`src/rtl/axi_gp_rw_arbiter_if.sv`:
```
// Single-beat AXI3 channel bundle between the PS7 MAXIGP0 master and the fabric register bridge.
interface axi_gp_rw_arbiter_if #(parameter int ID_W = 12);
  logic [31:0]     awaddr;
  logic [ID_W-1:0] awid;
  logic [2:0]      awprot;
  logic            awvalid, awready;
  logic [31:0]     wdata;
  logic [3:0]      wstrb;
  logic [ID_W-1:0] wid;
  logic            wvalid, wready;
  logic [ID_W-1:0] bid;
  logic [1:0]      bresp;
  logic            bvalid, bready;
  logic [31:0]     araddr;
  logic [ID_W-1:0] arid;
  logic [2:0]      arprot;
  logic            arvalid, arready;
  logic [31:0]     rdata;
  logic [ID_W-1:0] rid;
  logic [1:0]      rresp;
  logic            rlast, rvalid, rready;

  modport slave (
    input  awaddr, awid, awprot, awvalid, output awready,
    input  wdata, wstrb, wid, wvalid,     output wready,
    output bid, bresp, bvalid,            input  bready,
    input  araddr, arid, arprot, arvalid, output arready,
    output rdata, rid, rresp, rlast, rvalid, input rready
  );

  modport master (
    output awaddr, awid, awprot, awvalid, input  awready,
    output wdata, wstrb, wid, wvalid,     input  wready,
    input  bid, bresp, bvalid,            output bready,
    output araddr, arid, arprot, arvalid, input  arready,
    input  rdata, rid, rresp, rlast, rvalid, output rready
  );
endinterface

```
`src/rtl/axi_gp_rw_arbiter.sv`:
```
// One-at-a-time AXI3 single-beat slave with round-robin AR/AW arbitration onto a register bus.
// Define AXI_TIMEOUT_EN to abort register accesses that see no reg_ack within TIMEOUT cycles.
module axi_gp_rw_arbiter #(
  parameter int ID_W       = 12,
  parameter int REG_ADDR_W = 8,
  parameter int TIMEOUT    = 64
) (
  input  logic                  fclk,
  input  logic                  reset,
  axi_gp_rw_arbiter_if.slave    ax,
  output logic                  reg_req,
  output logic                  reg_we,
  output logic [REG_ADDR_W-1:0] reg_addr,
  output logic [31:0]           reg_wdata,
  output logic [3:0]            reg_wstrb,
  input  logic                  reg_ack,
  input  logic [31:0]           reg_rdata,
  input  logic                  reg_err
);
  typedef enum logic [2:0] {IDLE, WR_DATA, WR_REQ, WR_RESP, RD_REQ, RD_RESP} state_t;

  state_t          state, state_d;
  logic            prio;  // 0: read preferred, 1: write preferred
  logic            grant_w, grant_r, id_err, ack_ok, abort;
  logic [ID_W-1:0] bid_q, rid_q;
  logic [1:0]      bresp_q, rresp_q;
  logic [31:0]     rdata_q;

  assign grant_w = ax.awvalid && (!ax.arvalid || prio);
  assign grant_r = ax.arvalid && (!ax.awvalid || !prio);
  assign reg_req = (state == WR_REQ) || (state == RD_REQ);
  assign ack_ok  = reg_req && reg_ack;
  assign id_err  = (ax.wid != bid_q);

`ifdef AXI_TIMEOUT_EN
  localparam int CNT_W = $clog2(TIMEOUT + 1);
  logic [CNT_W-1:0] cnt;

  // Fires on the last cycle of the wait window so reg_req stays up exactly TIMEOUT cycles.
  assign abort = reg_req && !reg_ack && (cnt == CNT_W'(TIMEOUT - 1));

  always_ff @(posedge fclk)
    if (reset || state != state_d) cnt <= '0;
    else if (reg_req)              cnt <= cnt + 1'b1;
`else
  assign abort = 1'b0;
`endif

  always_comb begin
    state_d    = state;
    ax.awready = 1'b0;
    ax.arready = 1'b0;
    ax.wready  = 1'b0;
    case (state)
      IDLE: begin
        ax.awready = grant_w;
        ax.arready = grant_r;
        if (grant_w)      state_d = WR_DATA;
        else if (grant_r) state_d = RD_REQ;
      end
      WR_DATA: begin
        ax.wready = 1'b1;
        if (ax.wvalid) state_d = id_err ? WR_RESP : WR_REQ;
      end
      WR_REQ:  if (ack_ok || abort) state_d = WR_RESP;
      WR_RESP: if (ax.bready)       state_d = IDLE;
      RD_REQ:  if (ack_ok || abort) state_d = RD_RESP;
      RD_RESP: if (ax.rready)       state_d = IDLE;
      default: state_d = IDLE;
    endcase
  end

  always_ff @(posedge fclk) begin
    if (reset) begin
      state     <= IDLE;
      prio      <= 1'b0;
      bid_q     <= '0;
      rid_q     <= '0;
      bresp_q   <= '0;
      rresp_q   <= '0;
      rdata_q   <= '0;
      reg_we    <= 1'b0;
      reg_addr  <= '0;
      reg_wdata <= '0;
      reg_wstrb <= '0;
    end else begin
      state <= state_d;
      case (state)
        IDLE:
          if (grant_w) begin
            reg_we   <= 1'b1;
            reg_addr <= ax.awaddr[REG_ADDR_W+1:2];
            bid_q    <= ax.awid;
            prio     <= 1'b0;
          end else if (grant_r) begin
            reg_we   <= 1'b0;
            reg_addr <= ax.araddr[REG_ADDR_W+1:2];
            rid_q    <= ax.arid;
            prio     <= 1'b1;
          end
        WR_DATA:
          if (ax.wvalid) begin
            reg_wdata <= ax.wdata;
            reg_wstrb <= ax.wstrb;
            bresp_q   <= id_err ? 2'b10 : 2'b00;
          end
        WR_REQ:
          if (ack_ok)     bresp_q <= reg_err ? 2'b10 : 2'b00;
          else if (abort) bresp_q <= 2'b10;
        RD_REQ:
          if (ack_ok) begin
            rresp_q <= reg_err ? 2'b10 : 2'b00;
            rdata_q <= reg_err ? 32'h0 : reg_rdata;
          end else if (abort) begin
            rresp_q <= 2'b10;
            rdata_q <= 32'h0;
          end
        default: ;
      endcase
    end
  end

  assign ax.bvalid = (state == WR_RESP);
  assign ax.bid    = bid_q;
  assign ax.bresp  = bresp_q;
  assign ax.rvalid = (state == RD_RESP);
  assign ax.rlast  = ax.rvalid;
  assign ax.rid    = rid_q;
  assign ax.rresp  = rresp_q;
  assign ax.rdata  = rdata_q;

  // Protection bits and sub-word / out-of-window address bits carry no meaning here.
  logic unused;
  assign unused = ^{ax.awprot, ax.arprot,
                    ax.awaddr[31:REG_ADDR_W+2], ax.awaddr[1:0],
                    ax.araddr[31:REG_ADDR_W+2], ax.araddr[1:0]};
endmodule

```
`src/flat_wrapper.sv`:
```
// flat-port wrapper written by rule: the top's interface ports become plain ports
module axi_gp_rw_arbiter_flat 
#(
  parameter int ID_W       = 12,
  parameter int REG_ADDR_W = 8,
  parameter int TIMEOUT    = 64
)
  (fclk, reset, reg_req, reg_we, reg_addr, reg_wdata, reg_wstrb, reg_ack, reg_rdata, reg_err, ax_awaddr, ax_awid, ax_awprot, ax_awvalid, ax_awready, ax_wdata, ax_wstrb, ax_wid, ax_wvalid, ax_wready, ax_bid, ax_bresp, ax_bvalid, ax_bready, ax_araddr, ax_arid, ax_arprot, ax_arvalid, ax_arready, ax_rdata, ax_rid, ax_rresp, ax_rlast, ax_rvalid, ax_rready);
  axi_gp_rw_arbiter_if #(.ID_W(ID_W)) ax_i ();
  input  logic fclk;
  input  logic reset;
  output logic reg_req;
  output logic reg_we;
  output logic [REG_ADDR_W-1:0] reg_addr;
  output logic [31:0] reg_wdata;
  output logic [3:0] reg_wstrb;
  input  logic reg_ack;
  input  logic [31:0] reg_rdata;
  input  logic reg_err;
  input wire logic [$bits(ax_i.awaddr)-1:0] ax_awaddr;
  input wire logic [$bits(ax_i.awid)-1:0] ax_awid;
  input wire logic [$bits(ax_i.awprot)-1:0] ax_awprot;
  input wire logic [$bits(ax_i.awvalid)-1:0] ax_awvalid;
  output wire logic [$bits(ax_i.awready)-1:0] ax_awready;
  input wire logic [$bits(ax_i.wdata)-1:0] ax_wdata;
  input wire logic [$bits(ax_i.wstrb)-1:0] ax_wstrb;
  input wire logic [$bits(ax_i.wid)-1:0] ax_wid;
  input wire logic [$bits(ax_i.wvalid)-1:0] ax_wvalid;
  output wire logic [$bits(ax_i.wready)-1:0] ax_wready;
  output wire logic [$bits(ax_i.bid)-1:0] ax_bid;
  output wire logic [$bits(ax_i.bresp)-1:0] ax_bresp;
  output wire logic [$bits(ax_i.bvalid)-1:0] ax_bvalid;
  input wire logic [$bits(ax_i.bready)-1:0] ax_bready;
  input wire logic [$bits(ax_i.araddr)-1:0] ax_araddr;
  input wire logic [$bits(ax_i.arid)-1:0] ax_arid;
  input wire logic [$bits(ax_i.arprot)-1:0] ax_arprot;
  input wire logic [$bits(ax_i.arvalid)-1:0] ax_arvalid;
  output wire logic [$bits(ax_i.arready)-1:0] ax_arready;
  output wire logic [$bits(ax_i.rdata)-1:0] ax_rdata;
  output wire logic [$bits(ax_i.rid)-1:0] ax_rid;
  output wire logic [$bits(ax_i.rresp)-1:0] ax_rresp;
  output wire logic [$bits(ax_i.rlast)-1:0] ax_rlast;
  output wire logic [$bits(ax_i.rvalid)-1:0] ax_rvalid;
  input wire logic [$bits(ax_i.rready)-1:0] ax_rready;
  assign ax_i.awaddr = ax_awaddr;
  assign ax_i.awid = ax_awid;
  assign ax_i.awprot = ax_awprot;
  assign ax_i.awvalid = ax_awvalid;
  assign ax_awready = ax_i.awready;
  assign ax_i.wdata = ax_wdata;
  assign ax_i.wstrb = ax_wstrb;
  assign ax_i.wid = ax_wid;
  assign ax_i.wvalid = ax_wvalid;
  assign ax_wready = ax_i.wready;
  assign ax_bid = ax_i.bid;
  assign ax_bresp = ax_i.bresp;
  assign ax_bvalid = ax_i.bvalid;
  assign ax_i.bready = ax_bready;
  assign ax_i.araddr = ax_araddr;
  assign ax_i.arid = ax_arid;
  assign ax_i.arprot = ax_arprot;
  assign ax_i.arvalid = ax_arvalid;
  assign ax_arready = ax_i.arready;
  assign ax_rdata = ax_i.rdata;
  assign ax_rid = ax_i.rid;
  assign ax_rresp = ax_i.rresp;
  assign ax_rlast = ax_i.rlast;
  assign ax_rvalid = ax_i.rvalid;
  assign ax_i.rready = ax_rready;
  axi_gp_rw_arbiter #(.ID_W(ID_W), .REG_ADDR_W(REG_ADDR_W), .TIMEOUT(TIMEOUT)) u_core (.fclk(fclk), .reset(reset), .ax(ax_i), .reg_req(reg_req), .reg_we(reg_we), .reg_addr(reg_addr), .reg_wdata(reg_wdata), .reg_wstrb(reg_wstrb), .reg_ack(reg_ack), .reg_rdata(reg_rdata), .reg_err(reg_err));
endmodule
```
`config.mk`:
```
export PLATFORM = sky130hd
export DESIGN_NAME = axi_gp_rw_arbiter_flat
export DESIGN_NICKNAME = d
export VERILOG_FILES = /design/src/rtl/axi_gp_rw_arbiter_if.sv /design/src/rtl/axi_gp_rw_arbiter.sv /design/src/flat_wrapper.sv
export SDC_FILE = /design/constraint.sdc
export NUM_CORES = 1
export LEC_CHECK = 0
export ABC_AREA = 1
export CORE_AREA = 2 2 113 115
export CTS_CLUSTER_SIZE = 20
export DETAILED_ROUTE_END_ITERATION = 16
export DIE_AREA = 0 0 115 117
export PLACE_DENSITY = 0.76
export SETUP_SLACK_MARGIN = 0.15
export SKIP_CTS_REPAIR_TIMING = 1
export SYNTH_ARGS = -nofsm -noshare
export SYNTH_HDL_FRONTEND = slang
export SYNTH_SLANG_ARGS = --single-unit
```
`constraint.sdc`:
```
create_clock -name fclk -period 1.8 [get_ports fclk]
set_clock_uncertainty 0.1 [all_clocks]
set_input_delay 0.18 -clock fclk [delete_from_list [all_inputs] [get_ports fclk]]
set_output_delay 0.18 -clock fclk [all_outputs]
set_load 0.02 [all_outputs]
```
# Word-level counts from Yosys, hierarchy flattened
# Cells that the tools add are included.
# op_classes
n_reduce_logical,19
bitwise_logic,1
n_mux,24
eq_ne,12
# ops
op,n
two-way mux 32 bit,1
two-way mux 3 bit,7
case mux 3 bit (6 select lines),1
two-way mux 8 bit,2
inequality test 12 bit,1
two-way mux 1 bit,8
two-way mux 2 bit,4
"inequality test 2 x 1 -> 1 bit, second input constant",4
AND reduction 2 bit,4
"equality test 3 x 2 -> 1 bit, second input constant",2
"equality test 3 bit, second input constant",2
AND reduction 3 bit,2
AND reduction 6 bit,1
case mux 2 bit (2 select lines),1
nonzero test 2 bit,2
"equality test 3 x 1 -> 1 bit, second input constant",1
logical AND 1 bit,3
logical NOT 1 bit,3
logical NOT 3 bit,1
logical OR 1 bit,3
"inequality test 3 x 1 -> 1 bit, second input constant",1
"inequality test 2 bit, second input constant",1
inverter 1 bit,1
# word_totals
word_cells,67
regBits,109
output_inout_bits,112
in_bits,183

# Logic depth before layout (Yosys ltp)
# depth
ltp_word,6
depth_mapped,11
ltp_nobuf,11

# Worst setup path before layout
# Ideal clock, no wire load.
# synth_path
kind,register -> output
from,reg u_core.state[0]
to,out ax_rvalid
t_required_ns,1.520
stages_incl_launch_ff,4
slack_ns,0.239
arrival_ns,1.281
n_path_buf,1
path_cell_list,dfxtp_1 inv_2 nor3_1 buf_4
# synth_via
elab_chain_len,1
# synth_lines
item,line_no,text
"start, declared",axi_gp_rw_arbiter.sv:22,"state_t state, state_d;"
"start signal, assigned",axi_gp_rw_arbiter.sv:87,state <= state_d;
equality test 3 bit,axi_gp_rw_arbiter.sv:126,assign ax.rvalid = (state == RD_RESP);
"end, declared",flat_wrapper.sv:43,output wire logic [$bits(ax_i.rvalid)-1:0] ax_rvalid;
# No other way between the ends.

# Worst setup path after layout
# layout_path
from,reg u_core.state[2]
to,out reg_req
# layout_via
elab_chain_len,2
elab_cells_between_ends,3
classes_between,eq/ne (2); reduce/logical (1)
# layout_lines
item,line_no,text
equality test 3 x 2 -> 1 bit / equality test 3 bit (equally long branches),axi_gp_rw_arbiter.sv:31,assign reg_req = (state == WR_REQ) || (state == RD_REQ);
logical OR 1 bit *,axi_gp_rw_arbiter.sv:31,
"end, declared",flat_wrapper.sv:12,output logic reg_req;
# Mark *: on every way between the ends. The rest lies on a longest branch, timed or not.

==> metrics <==
Final Hold Viols=0; routed length per placed instance=14.1 um; Crit Path Max Fanout=6; Die W=~120 um; FILL cells=roughly 1,100; Clock transition at path regs=70 ps; ratio of cells with drive above 1 in the final layout=around 8.3%; Crit path arrival time=1350 ps; Starting Density=roughly a third; RSZ-0062 raised after global routing=true; DRT Pass-1 Iters=4; Clock Latency Late Sink=about 340 ps; core region area=approximately 12,000 um2; Mapped Avg Cell Area=approximately 8 um2; Worst Setup End Kind=primary output; outcome=finished, final reports clean; period utilization=about 90%; CP Class=flip-flop to primary output; Post-DRT Antenna Nets=0; Layout area overhead=68.5%; Period minus WS final=1630 ps; Seq/Total Area, Yosys=50.9%; final-report setup violation count=0; via count=approximately 4,400; Hold Crit Class=input port to flip-flop; Power Density=around 1100 nW/um2; count of state elements after synthesis=107; commonest non-fill, non-tap cell in the layout=clkdlybuf4s50_1; worst vdd ir=a little over 0.5 mV; placed insts=904; Chip Height=between 100 and 150 um; Setup crit start kind=flip-flop; most frequent cells in the layout=220 x clkdlybuf4s50_1, 174 x nand2_1, 105 x dfxtp_1; Total Routed Length=approximately 13,000 um; synthesized cell area=roughly 4200 um2; RD Place Congestion=about 0.87; n_diodes=0; DR iter-0 viols=~190; Max-Cap Viols=0; cts bufs inserted=9; Max Clk Rate=just over 600 MHz; Avg Vias per Cell=around 4.8; CTS tree=done; input/output buffers=between 200 and 250; Final Slew Violations=0; # IOs=295; Tot GR Track Use=between 15 and 20%; grt ovf=0; synthesized instance count=about 540; clock sink count=107; CP required=~1500 ps; Max clock buf depth=2; number of synthesis warnings=0; H-tree depth=3; post-synth cell types=26; Std-Cell Rows=41; non-filler instance count after layout=about 920; Final nets=approximately 950; Final Power=between 8 and 9 mW; post-DP HPWL=approximately 9700 um; leakage=2.88 nW; initial antenna violation count=0; DRC errors left=0; total die area=between 10,000 and 15,000 um2; largest net degree at the start of global routing=57; setup TNS=0 ps; clock root cell=clkbuf_16; global-route wire length before repair=slightly below 20,000 um; vias in the first global route=around 4,100
-- cells by family after synthesis --
| family | share of synthesized area, % |
|---|---|
| xor+xnor | 0.624 |
| flops | 50.9 |
| simple gates | 22.6 |
| other cells | 0.0891 |
| buf+inv | 7.46 |
| compound gates | 18.3 |
-- final timing paths --
path                   startpoint                    to  slack [ps]  cells past startpoint
max               u_core.state[2]               reg_req         170                      4
min                         reset  u_core.reg_wdata[14]         180                      3
max reg2reg       u_core.state[1]      u_core.ax.bid[1]         240                      8
min reg2reg  u_core.reg_wdata[16]  u_core.reg_wdata[16]         360                      2
-- critical path, stage by stage (launching register included) --
cell and delay [ps]:
dfxtp_1 350, inv_2 120, nand3_1 160, nand2_1 140, dlymetal6s2s_1 240
-- cell usage after synthesis --
cell,n,area share (%)
nand2_1,174,16
dfxtp_1,107,51
a21oi_1,65,7.7
nor2_1,47,4.2
a22oi_1,35,6.2
inv_1,27,2.4
buf_2,11,1.3
buf_4,11,2.0
clkbuf_1,11,0.98
a211oi_2,9,2.7
inv_2,9,0.80
nor2_4,4,1.1
o21ai_1,4,0.48
nand3_1,3,0.36
o21ai_0,3,0.36
xnor2_1,3,0.62
a31oi_1,2,0.30
nand2_2,2,0.30
nor2_2,2,0.30
a211oi_1,1,0.18
conb_1,1,0.089
nand2_4,1,0.27
nor2_8,1,0.48
nor3_1,1,0.12
o21ai_2,1,0.21
o21bai_1,1,0.18
-- flip-flops by register name, summed over array words and instances, names as in the netlist --
register          count
u_core.ax.rid        12
u_core.ax.bid        12
u_core.reg_wdata     32
u_core.prio           1
u_core.ax.rdata      32
u_core.reg_addr       8
u_core.state          3
u_core.reg_we         1
u_core.ax.rresp       1
u_core.ax.bresp       1
u_core.reg_wstrb      4
-- area by class of cell --
class | count | area [um2] | area share [%]
well taps | 150 | 188 | 2.65
clock inverters | 4 | 55.1 | 0.776
repair buffers | 251 | 2550 | 35.9
inverters | 36 | 140 | 1.98
multi-input cells | 361 | 1760 | 24.8
clock buffers | 12 | 256 | 3.62
flip-flops and latches | 107 | 2140 | 30.2
-- metrics by stage --
stage                     setup slack (ps)  hold WS (ps)  cell area, um2  utilization, %
after floorplan                        239           223            4210               -
after global placement               -57.6           348            6740            54.8
after detailed placement             -45.8           355            6740            54.8
after CTS                             -303           178            7050            57.3
after global routing                  89.6           180            7090            57.6
final                                  174           182            7090            57.6
-- power breakdown --
| group | internal [mW] | switching [mW] |
|---|---|---|
| combinational | 1.39 | 1.67 |
| clock | 1.17 | 0.878 |
| sequential | 2.74 | 0.242 |
| total | 5.30 | 2.79 |
-- layer usage --
metal  track usage, %  vias to the layer above  share of wire, %
li1                 -                     2186                 -
met1             20.8                     2015                39
met2             31.8                      200                49
met3             6.59                       23                10
met4             7.55                        0               2.1
met5                0                        -                 0
No activity file was read; power rests on OpenSTA's default activity.
